--- config.mk ---
export PLATFORM = sky130hd
export DESIGN_NAME = wb_arbiter
export DESIGN_NICKNAME = d
export VERILOG_FILES = /design/src/rtl/wb_pkg.sv /design/src/rtl/wb_rr_picker.sv /design/src/rtl/wb_arbiter.sv
export SDC_FILE = /design/constraint.sdc
export NUM_CORES = 1
export LEC_CHECK = 0
export CORE_UTILIZATION = 50
export CTS_CLUSTER_SIZE = 8
export DETAILED_ROUTE_END_ITERATION = 12
export PLACE_DENSITY = 0.83
export SLEW_MARGIN = 20
export SYNTH_ARGS = -nofsm -noshare
export SYNTH_HDL_FRONTEND = slang
export SYNTH_SLANG_ARGS = --single-unit
--- constraint.sdc ---
create_clock -name clk -period 11.8 [get_ports clk]
set_input_delay 2.36 -clock clk [delete_from_list [all_inputs] [get_ports clk]]
set_output_delay 2.36 -clock clk [all_outputs]
set_load 0.03 [all_outputs]
--- src/rtl/wb_pkg.sv ---
// Shared definitions for the writeback arbiter.
// Sizes, FU index map and the per-FU result slot type.
package wb_pkg;

    localparam int NUM_FU  = 5;
    localparam int XLEN    = 32;
    localparam int RADDR_W = 5;
    localparam int IDX_W   = $clog2(NUM_FU);

    localparam int FU_ALU_IDX  = 0;
    localparam int FU_MEM_IDX  = 1;
    localparam int FU_MUL_IDX  = 2;
    localparam int FU_DIV_IDX  = 3;
    localparam int FU_JUMP_IDX = 4;

    typedef struct packed {
        logic               full;
        logic [RADDR_W-1:0] rd;
        logic [XLEN-1:0]    data;
    } wb_slot_t;

    function automatic logic [IDX_W-1:0] next_idx(input logic [IDX_W-1:0] i);
        return (i == IDX_W'(NUM_FU - 1)) ? '0 : i + 1'b1;
    endfunction

endpackage

--- src/rtl/wb_rr_picker.sv ---
// Round-robin picker: first set request at or above ptr, wrapping.
// Purely combinational; returns a one-hot grant and its index.
module wb_rr_picker
    import wb_pkg::*;
(
    input  logic [NUM_FU-1:0] req,
    input  logic [IDX_W-1:0]  ptr,
    output logic [NUM_FU-1:0] gnt,
    output logic [IDX_W-1:0]  idx,
    output logic              any
);

    localparam logic [IDX_W:0] N = (IDX_W + 1)'(NUM_FU);

    logic [IDX_W:0] pos;

    // Scan from ptr upward and keep the first requester found.
    always_comb begin
        gnt = '0;
        idx = '0;
        any = 1'b0;
        pos = '0;
        for (int k = 0; k < NUM_FU; k++) begin
            pos = {1'b0, ptr} + (IDX_W + 1)'(k);
            if (pos >= N) pos = pos - N;
            if (!any && req[pos[IDX_W-1:0]]) begin
                any                 = 1'b1;
                gnt[pos[IDX_W-1:0]] = 1'b1;
                idx                 = pos[IDX_W-1:0];
            end
        end
    end

endmodule

--- src/rtl/wb_arbiter.sv ---
// Writeback arbiter: one-entry slot per FU, round-robin onto one RF write port.
// Optional WB_BYPASS_EN lets an incoming result skip its slot when all slots are empty.
module wb_arbiter
    import wb_pkg::*;
(
    input  logic                      clk,
    input  logic                      rst,
    input  logic [NUM_FU-1:0]         fu_valid,
    input  logic [NUM_FU*XLEN-1:0]    fu_data,
    input  logic [NUM_FU*RADDR_W-1:0] fu_rd,
    output logic [NUM_FU-1:0]         fu_ready,
    output logic                      rf_we,
    output logic [RADDR_W-1:0]        rf_waddr,
    output logic [XLEN-1:0]           rf_wdata,
    output logic [IDX_W-1:0]          wb_src,
    output logic [2**RADDR_W-1:0]     wb_pending
);

    wb_slot_t [NUM_FU-1:0] slot_q;
    logic [IDX_W-1:0]      rr_ptr;

    logic [XLEN-1:0]    in_data [NUM_FU];
    logic [RADDR_W-1:0] in_rd   [NUM_FU];
    logic [NUM_FU-1:0]  in_req;
    logic [NUM_FU-1:0]  full;
    logic [NUM_FU-1:0]  req;
    logic [NUM_FU-1:0]  gnt;
    logic [NUM_FU-1:0]  slot_gnt;
    logic [NUM_FU-1:0]  byp_gnt;
    logic [IDX_W-1:0]   win_idx;
    logic               win_any;
    logic               win_byp;
    logic [RADDR_W-1:0] win_rd;
    logic [XLEN-1:0]    win_data;

    // Unpack flat FU buses; rd==0 results never count as requests.
    always_comb begin
        for (int i = 0; i < NUM_FU; i++) begin
            in_data[i] = fu_data[i*XLEN +: XLEN];
            in_rd[i]   = fu_rd[i*RADDR_W +: RADDR_W];
            in_req[i]  = fu_valid[i] && (in_rd[i] != '0);
            full[i]    = slot_q[i].full;
        end
    end

`ifdef WB_BYPASS_EN
    logic bypass;
    assign bypass   = ~|full;
    assign req      = bypass ? in_req : full;
    assign slot_gnt = bypass ? '0 : gnt;
    assign byp_gnt  = bypass ? gnt : '0;
`else
    assign req      = full;
    assign slot_gnt = gnt;
    assign byp_gnt  = '0;
`endif

    wb_rr_picker u_picker (
        .req (req),
        .ptr (rr_ptr),
        .gnt (gnt),
        .idx (win_idx),
        .any (win_any)
    );

    assign fu_ready = ~full | slot_gnt;
    assign win_byp  = |byp_gnt;
    assign win_rd   = win_byp ? in_rd[win_idx]   : slot_q[win_idx].rd;
    assign win_data = win_byp ? in_data[win_idx] : slot_q[win_idx].data;

    // Pending mask: every rd held in a slot or on a live RF write.
    always_comb begin
        wb_pending = '0;
        for (int i = 0; i < NUM_FU; i++) begin
            if (slot_q[i].full) wb_pending[slot_q[i].rd] = 1'b1;
        end
        if (rf_we) wb_pending[rf_waddr] = 1'b1;
    end

    // Slot fill/drain, round-robin pointer and registered RF write port.
    always_ff @(posedge clk or negedge rst) begin
        if (!rst) begin
            slot_q   <= '0;
            rr_ptr   <= '0;
            rf_we    <= 1'b0;
            rf_waddr <= '0;
            rf_wdata <= '0;
            wb_src   <= '0;
        end else begin
            for (int i = 0; i < NUM_FU; i++) begin
                if (in_req[i] && fu_ready[i] && !byp_gnt[i]) begin
                    slot_q[i].full <= 1'b1;
                    slot_q[i].rd   <= in_rd[i];
                    slot_q[i].data <= in_data[i];
                end else if (slot_gnt[i]) begin
                    slot_q[i].full <= 1'b0;
                end
            end
            rf_we <= win_any;
            if (win_any) begin
                rf_waddr <= win_rd;
                rf_wdata <= win_data;
                wb_src   <= win_idx;
                rr_ptr   <= next_idx(win_idx);
            end
        end
    end

endmodule

* Yosys cells after proc, flatten, opt, wreduce, memory -nomap -nowiden *
Cells that the tools add are included.

word-level totals
  output and inout bits = 78
  input bits = 192
  register bits after elaboration = 234
  logic and storage cells = 180

cells by class
  multiplexer cells = 71
  add/sub/neg operators = 10
  $lt $le $gt $ge = 28
  bitwise operators = 11
  reductions and logical operators = 39
  equality and inequality tests = 1

operator list
  kind                   number
  $mux W32               6
  $or A32 B32 Y32        5
  $bmux W38 S3           1
  $mux W37               1
  $lt A5 B6 Y1 const B   6
  $mux W3                11
  $mux W1                31
  $demux W1 S5           6
  $ge A5 B1 Y1 const B   6
  $logic_and A1 B1 Y1    25
  $mux W5                5
  $or A5 B5 Y5           5
  $reduce_bool A5 Y1     5
  $lt A3 B4 Y1 const B   6
  $ge A4 B3 Y1 const B   4
  $bmux W1 S3            5
  $demux W1 S3           5
  $ge A3 B1 Y1 const B   5
  $sub A3 B3 Y3 const B  5
  $reduce_bool A2 Y1     5
  $add A3 B2 Y4 const B  2
  $not A5 Y5             1
  $add A3 B1 Y4 const B  1
  $add A3 B3 Y4 const B  1
  other kinds (4)        7

* Depth between registers and ports, before layout *
Gate-level depths: netlist of the first run.

  depth after elaboration = 20
  gate-level depth with buffers = 19
  mapped depth without buffers = 17

* By module *
Synthesis of the first run repeated with hierarchy kept, for this count alone.

unflattened totals
  cells, all modules = 1037
  area, all modules = 13050.0 um^2

modules (own cells, without submodules)
  module        cells an instance  area an instance (um^2)  sequential area each (um^2)  times used
  wb_arbiter    839                11613.6                  5855.6                       1
  wb_rr_picker  198                1436.4                   0.0                          1

* Least setup slack after synthesis of the first run *
No wires, ideal clock.

  path kind = flip-flop to output port
  from = register rr_ptr[0]
  to = output port fu_ready[4]
  arrival time = 3.440 ns
  setup slack = 6.000 ns
  path buffers = 3
  required time = 9.440 ns
  cell stages (with the launch flop) = 15
  path through = dfrtp_1 buf_2 inv_1 ha_1 ha_1 clkbuf_1 nor2_1 a21bo_2 a2111oi_2 a21oi_1 o211ai_1 o311ai_0 a221o_1 buf_4 or2_4

between the ends
  word-level cells in the longest chain between the ends = 18
  elaborated cells between the ends (all ways) = 76
  those cells by class = 9 x add/sub; 15 x order compare; 34 x mux; 5 x bitwise; 13 x reduce/logical

RTL lines
  element                                                 RTL line            RTL
  start, declared                                         wb_arbiter.sv:20    logic [IDX_W-1:0] rr_ptr;
  start signal, assigned                                  wb_arbiter.sv:104   rr_ptr <= next_idx(win_idx);
  branches (longest 16 deep; another with $add A3 B1 Y4)  -
  $mux W5 (*)                                             wb_rr_picker.sv:26  if (!any && req[pos[IDX_W-1:0]]) begin
  $or A5 B5 Y5 (*)                                        wb_arbiter.sv:66    assign fu_ready = ~full | slot_gnt;
  end, declared                                           wb_arbiter.sv:11    output logic [NUM_FU-1:0] fu_ready,

Mark *: on every way between the ends. The select of a mux whose other input is x is not followed.

* Final worst setup path of the first run *
Ends and elaborated chain as after synthesis.

==> flow_metrics.env, run 1 <==
export IMPL_rows=58
export IMPL_tightest_slew_ns=0.944
export IMPL_cp_arrival_ns=5.97
export IMPL_synthArstFlopShare_pct=100
export IMPL_maxSlewViolCount=0
export IMPL_grt_total_usage_pct=32.2
export IMPL_h_tree_depth=2
export IMPL_grt_max_degree=109
export IMPL_crit_path_end_kind="primary output"
export IMPL_cts_resized=0
export IMPL_io_buffers=269
export IMPL_layout_commonest_cell="clkdlybuf4s50_1"
export IMPL_synth_area_leaders="dfrtp_1, mux2_2, mux2i_1"
export IMPL_drt_iter0_markers=945
export IMPL_firstDrtPassIters=6
export IMPL_antenna_found_initial=3
export IMPL_clkTransAtPathRegs_ns=0.06
export IMPL_setup_viol=0
export IMPL_fillers=1942
export IMPL_core_um2=25300
export IMPL_post_cts_buffers=0
export IMPL_clkLatencyLatePin_ns=0.51
export IMPL_ios=270
export IMPL_critPathMaxFanout=42
export IMPL_yosysWarnings=0
export IMPL_ys_types=71
export IMPL_timing_hold_violations_final=0
export IMPL_cts_sinks=234
export IMPL_synth_top_cell_area_share_pct=45.3
export IMPL_yosysSeqAreaShare_pct=45.3
export IMPL_synthesis_area_um2=12900
export IMPL_yosysTopAreaCell="dfrtp_1"
export IMPL_rsz0062_at_grt="false"
export IMPL_status="completed"
export IMPL_clock_skew_ns=0.0209
export IMPL_die_area_um2=26500
export IMPL_hpwl_um=28400
export IMPL_cts_tree="built"
export IMPL_route_detailed_drc=0
export IMPL_drv_cap=0
export IMPL_seq_area_um2=5860
export IMPL_routedWlPerCell_um=24.5
export IMPL_gp_congestion=0.978
export IMPL_hold_path_class="reg2reg"
export IMPL_ctsRootBufferMaster="clkbuf_16"
export IMPL_holdWs_ns=0.474
export IMPL_routed_wl_um=42200
export IMPL_grt_pass1_vias=11100
export IMPL_synthCells=1151
export IMPL_grt_pass1_wl_um=65200
export IMPL_critPathKind="reg2out"
export IMPL_synth_edf_count=0
export IMPL_overflow=0
export IMPL_syn2layout_area_growth_pct=28.9
export IMPL_num_vias=10800
export IMPL_tns_ns=0
export IMPL_fp_dieW_um=163
export IMPL_fin_crit_ns=8.33
export IMPL_finalCritPeriodShare_pct=70.6
export IMPL_fin_util_pct=65.9
export IMPL_ys_seq_elements=234
export IMPL_multi_input_area_um2=6590
export IMPL_postCtsHoldBufs=0
export IMPL_slew_headroom_pct=37.1
export IMPL_layout_common_cells="clkdlybuf4s50_1, dfrtp_1, mux2_2"
export IMPL_drive_gt1_share_pct=21.0
export IMPL_dieHeight_um=163
export IMPL_ys_flop_type="dfrtp_1"
export IMPL_max_freq_mhz=120
export IMPL_via_per_inst=6.30
export IMPL_syn_avg_cell_area_um2=11.2
export IMPL_crit_required_ns=9.44
export IMPL_fin_nets=1589
export IMPL_syn_nets=1354
export IMPL_numCtsBuffers=35
export IMPL_final_antenna_net_count=0
export IMPL_start_kind="register"
export IMPL_clockBufferDepth=3
export IMPL_start_util_pct=51.1
==> Yosys cell counts, types with 18 or more instances <==
library cell  instances
nand3_1              25
dfrtp_1             234
nor2_1               97
a2bb2oi_1            37
clkbuf_1             47
mux2i_1              52
nand2_1              68
nand3b_1             28
o22ai_1              65
mux2_2              183
a31oi_1              38
mux2_4               18
o221ai_1             32
inv_1                20
==> area by class of cell <==
class / instances / share of cell area (%)
antenna: 2 / 0.0301
clock buffer: 36 / 5.41
clock inverter: 4 / 0.210
inverter: 20 / 0.451
multi-input combinational: 815 / 39.6
sequential: 234 / 35.2
tap: 330 / 2.48
timing repair buffer: 280 / 16.7
==> metrics by stage <==
stage	worst slack, ns	std cells	instance area, µm²
finish	3.47	1721	16700
global route	3.17	1721	16700
CTS	3.19	1719	16600
detailed placement	3.77	1679	15700
global placement	3.79	1679	15700
floorplan	6.00	1151	12900
==> final timing paths <==
kind | from | to | slack [ns] | cells after the start
max | rr_ptr[0]$_DFFE_PN0P_ | fu_ready[4] | 3.47 | 12
min | wb_src[1]$_DFFE_PN0P_ | wb_src[1]$_DFFE_PN0P_ | 0.47 | 2
max reg2reg | rr_ptr[0]$_DFFE_PN0P_ | rf_wdata[14]$_DFFE_PN0P_ | 5.72 | 15
min reg2reg | wb_src[1]$_DFFE_PN0P_ | wb_src[1]$_DFFE_PN0P_ | 0.47 | 2
max in group asynchronous | rst | slot_q[20]$_DFFE_PN0P_ | 8.42 | 2
min in group asynchronous | rst | slot_q[128]$_DFFE_PN0P_ | 1.91 | 1
==> routing by layer <==
metal / wire [µm] / up-vias / global-route usage [%]
met4: 1560 / 0 / 12.4
met1: 16600 / 5361 / 41.8
met5: 0 / - / 0
met3: 4680 / 105 / 9.85
met2: 19300 / 604 / 50.4
li1: - / 4779 / -
==> flip-flops by register name (all words and copies together) (netlist names) <==
name      cells
rr_ptr        3
rf_we         1
slot_q      185
rf_waddr      5
wb_src        3
full          5
rf_wdata     32
==> critical path, stage by stage, from the launching register on <==
cell	delay [ns]
dfrtp_1	0.91
inv_1	0.37
ha_1	0.36
ha_1	0.50
nor2_1	0.10
a21bo_2	0.26
mux2i_1	0.13
a21oi_1	0.46
o211ai_1	0.27
o311ai_0	0.47
a221o_4	0.67
or2_4	0.27
clkdlybuf4s50_1	0.67
==> kinds of logic after synthesis <==
family	count (synthesis)	synth area share, %
AND/OR/NAND/NOR	282	11.0
XOR/XNOR	3	0.203
multiplexers	273	23.9
adder cells (fa/ha/maj)	11	1.12
buffers and inverters	102	4.15
flip-flops	234	45.3
AO/OA/AOI/OAI	246	14.2
Power of run 1 is left out: the tool's default activity adds up to more than one toggle a clock period on the data nets, which glitch-free logic cannot reach.
==> run 2, diff against run 1 <==
--- a/config.mk
+++ b/config.mk
@@ -5,10 +5,10 @@
 export SDC_FILE = /design/constraint.sdc
 export NUM_CORES = 1
 export LEC_CHECK = 0
-export CORE_UTILIZATION = 50
+export CORE_UTILIZATION = 47
 export CTS_CLUSTER_SIZE = 8
 export DETAILED_ROUTE_END_ITERATION = 12
-export PLACE_DENSITY = 0.83
+export PLACE_DENSITY = 0.82
 export SLEW_MARGIN = 20
 export SYNTH_ARGS = -nofsm -noshare
 export SYNTH_HDL_FRONTEND = slang
==> constraint.sdc (replaced) <==
create_clock -name clk -period 7.6 [get_ports clk]
set_input_delay 1.52 -clock clk [delete_from_list [all_inputs] [get_ports clk]]
set_output_delay 1.52 -clock clk [all_outputs]
set_load 0.03 [all_outputs]
==> run 2 against run 1 <==
  * Sequential share of layout area decreased by 0.24 points
  * Routed wire length increased by 2.5%
  * Worst setup slack got worse by 2.8 ns
  * Die area increased by 6.3%
  * Count of clock-buffer cells in the layout increased by 1
  * Critical path depth unchanged
  * Register-to-register slack got worse by 4.0 ns
  * Clock skew increased by 0.0063 ns
  * Via count increased by 0.91%
  * Critical path type unchanged
  * Critical endpoint is now fu_ready[0]
  * Largest cell class unchanged
==> flow_metrics.env, run 2 (synthesis results as in run 1) <==
export IMPL_drt_iter0_markers=1077
export IMPL_grt_total_usage_pct=30.6
export IMPL_via_per_inst=6.30
export IMPL_fp_dieW_um=168
export IMPL_grt_pass1_wl_um=65900
export IMPL_cts_tree="built"
export IMPL_tns_ns=0
export IMPL_hold_path_class="reg2reg"
export IMPL_clockBufferDepth=3
export IMPL_crit_path_end_kind="primary output"
export IMPL_ios=270
export IMPL_tightest_slew_ns=1.07
export IMPL_max_freq_mhz=143
export IMPL_crit_required_ns=6.08
export IMPL_io_buffers=269
export IMPL_routedWlPerCell_um=24.9
export IMPL_status="completed"
export IMPL_grt_pass1_vias=11100
export IMPL_maxSlewViolCount=0
export IMPL_route_detailed_drc=0
export IMPL_die_area_um2=28100
export IMPL_slew_headroom_pct=28.4
export IMPL_ctsRootBufferMaster="clkbuf_16"
export IMPL_final_antenna_net_count=0
export IMPL_fin_nets=1592
export IMPL_cts_resized=0
export IMPL_regMostFlops="slot_q"
export IMPL_fin_crit_ns=6.98
export IMPL_layout_common_cells="clkdlybuf4s50_1, dfrtp_1, mux2_2"
export IMPL_syn2layout_area_growth_pct=29.8
export IMPL_finalCritPeriodShare_pct=91.8
export IMPL_firstDrtPassIters=8
export IMPL_overflow=0
export IMPL_clock_skew_ns=0.0272
export IMPL_gp_congestion=0.994
export IMPL_largest_register_ffs=185
export IMPL_drive_gt1_share_pct=21.2
export IMPL_post_cts_buffers=0
export IMPL_rows=60
export IMPL_rsz0062_at_grt="false"
export IMPL_clkTransAtPathRegs_ns=0.05
export IMPL_h_tree_depth=2
export IMPL_setup_viol=0
export IMPL_reg_top3="slot_q: 185 flops, rf_wdata: 32 flops"
export IMPL_dp_worst_setup_slack_ns=1.26
export IMPL_critPathKind="reg2out"
export IMPL_cp_arrival_ns=5.46
export IMPL_drv_cap=0
export IMPL_dieHeight_um=168
export IMPL_cts_sinks=234
export IMPL_start_util_pct=47.9
export IMPL_timing_hold_violations_final=0
export IMPL_core_um2=27000
export IMPL_hpwl_um=29100
export IMPL_start_kind="register"
export IMPL_postCtsHoldBufs=0
export IMPL_critPathMaxFanout=25
export IMPL_antenna_found_initial=3
export IMPL_num_vias=10900
export IMPL_numCtsBuffers=36
export IMPL_clkLatencyLatePin_ns=0.52
export IMPL_setup_slack_ns=0.623
export IMPL_fin_util_pct=62.2
export IMPL_layout_commonest_cell="clkdlybuf4s50_1"
export IMPL_grt_max_degree=118
export IMPL_routed_wl_um=43200
-- run 2: changes by cell type in the layout (fill, tap and decap cells not counted), sizes merged --
cell / change
clkbuf: +1
clkinv: +2
buf: +2
diode: +1
-- run 2: area by class of cell --
type                    instances  area (µm²)
well taps                     341         427
clock inverters                 6        85.1
repair buffers                282        2820
flip-flops and latches        234        5860
clock buffers                  37         915
diodes                          3        7.51
multi-input cells             815        6580
fillers                      2106       10200
inverters                      20        75.1
-- run 2: final timing paths --
check | startpoint | endpoint | slack [ns] | cells past startpoint
hold reg to reg | wb_src[0]$_DFFE_PN0P_ | wb_src[0]$_DFFE_PN0P_ | 0.47 | 2
max in group asynchronous | rst | rf_we$_DFF_PN0_ | 5.16 | 2
setup reg to reg | rr_ptr[0]$_DFFE_PN0P_ | slot_q[99]$_DFFE_PN0P_ | 1.74 | 14
hold / removal | wb_src[0]$_DFFE_PN0P_ | wb_src[0]$_DFFE_PN0P_ | 0.47 | 2
min in group asynchronous | rst | slot_q[123]$_DFFE_PN0P_ | 1.04 | 1
setup / recovery | rr_ptr[0]$_DFFE_PN0P_ | fu_ready[0] | 0.62 | 12
-- run 2: critical path, cell delays in order (launching register included) --
cell	delay, ns
dfrtp_1	0.90
inv_1	0.35
ha_1	0.35
ha_1	0.49
nor2_1	0.09
a21bo_2	0.25
mux2i_1	0.12
a21oi_1	0.46
o211ai_1	0.30
or2_2	0.39
nor3_1	0.19
a311o_1	0.34
clkdlybuf4s50_1	0.72
-- run 2: routing by layer --
metal / up-vias / track usage [%] / routed length [µm]
li1: 4779 / - / -
met3: 121 / 10.4 / 4500
met5: - / 0 / 0
met1: 5430 / 37.7 / 17000
met2: 618 / 50.0 / 20300
met4: 0 / 10.7 / 1460
-- run 2: through the flow --
stage | area, µm² | hold slack [ns] | instances
final | 16800 | 0.471 | 1738
after floorplan | 12900 | 0.454 | 1151
after global placement | 15800 | 0.461 | 1692
after global routing | 16800 | 0.498 | 1738
after CTS | 16800 | 0.480 | 1735
after detailed placement | 15800 | 0.468 | 1692
Power of run 2 is left out for the same reason.
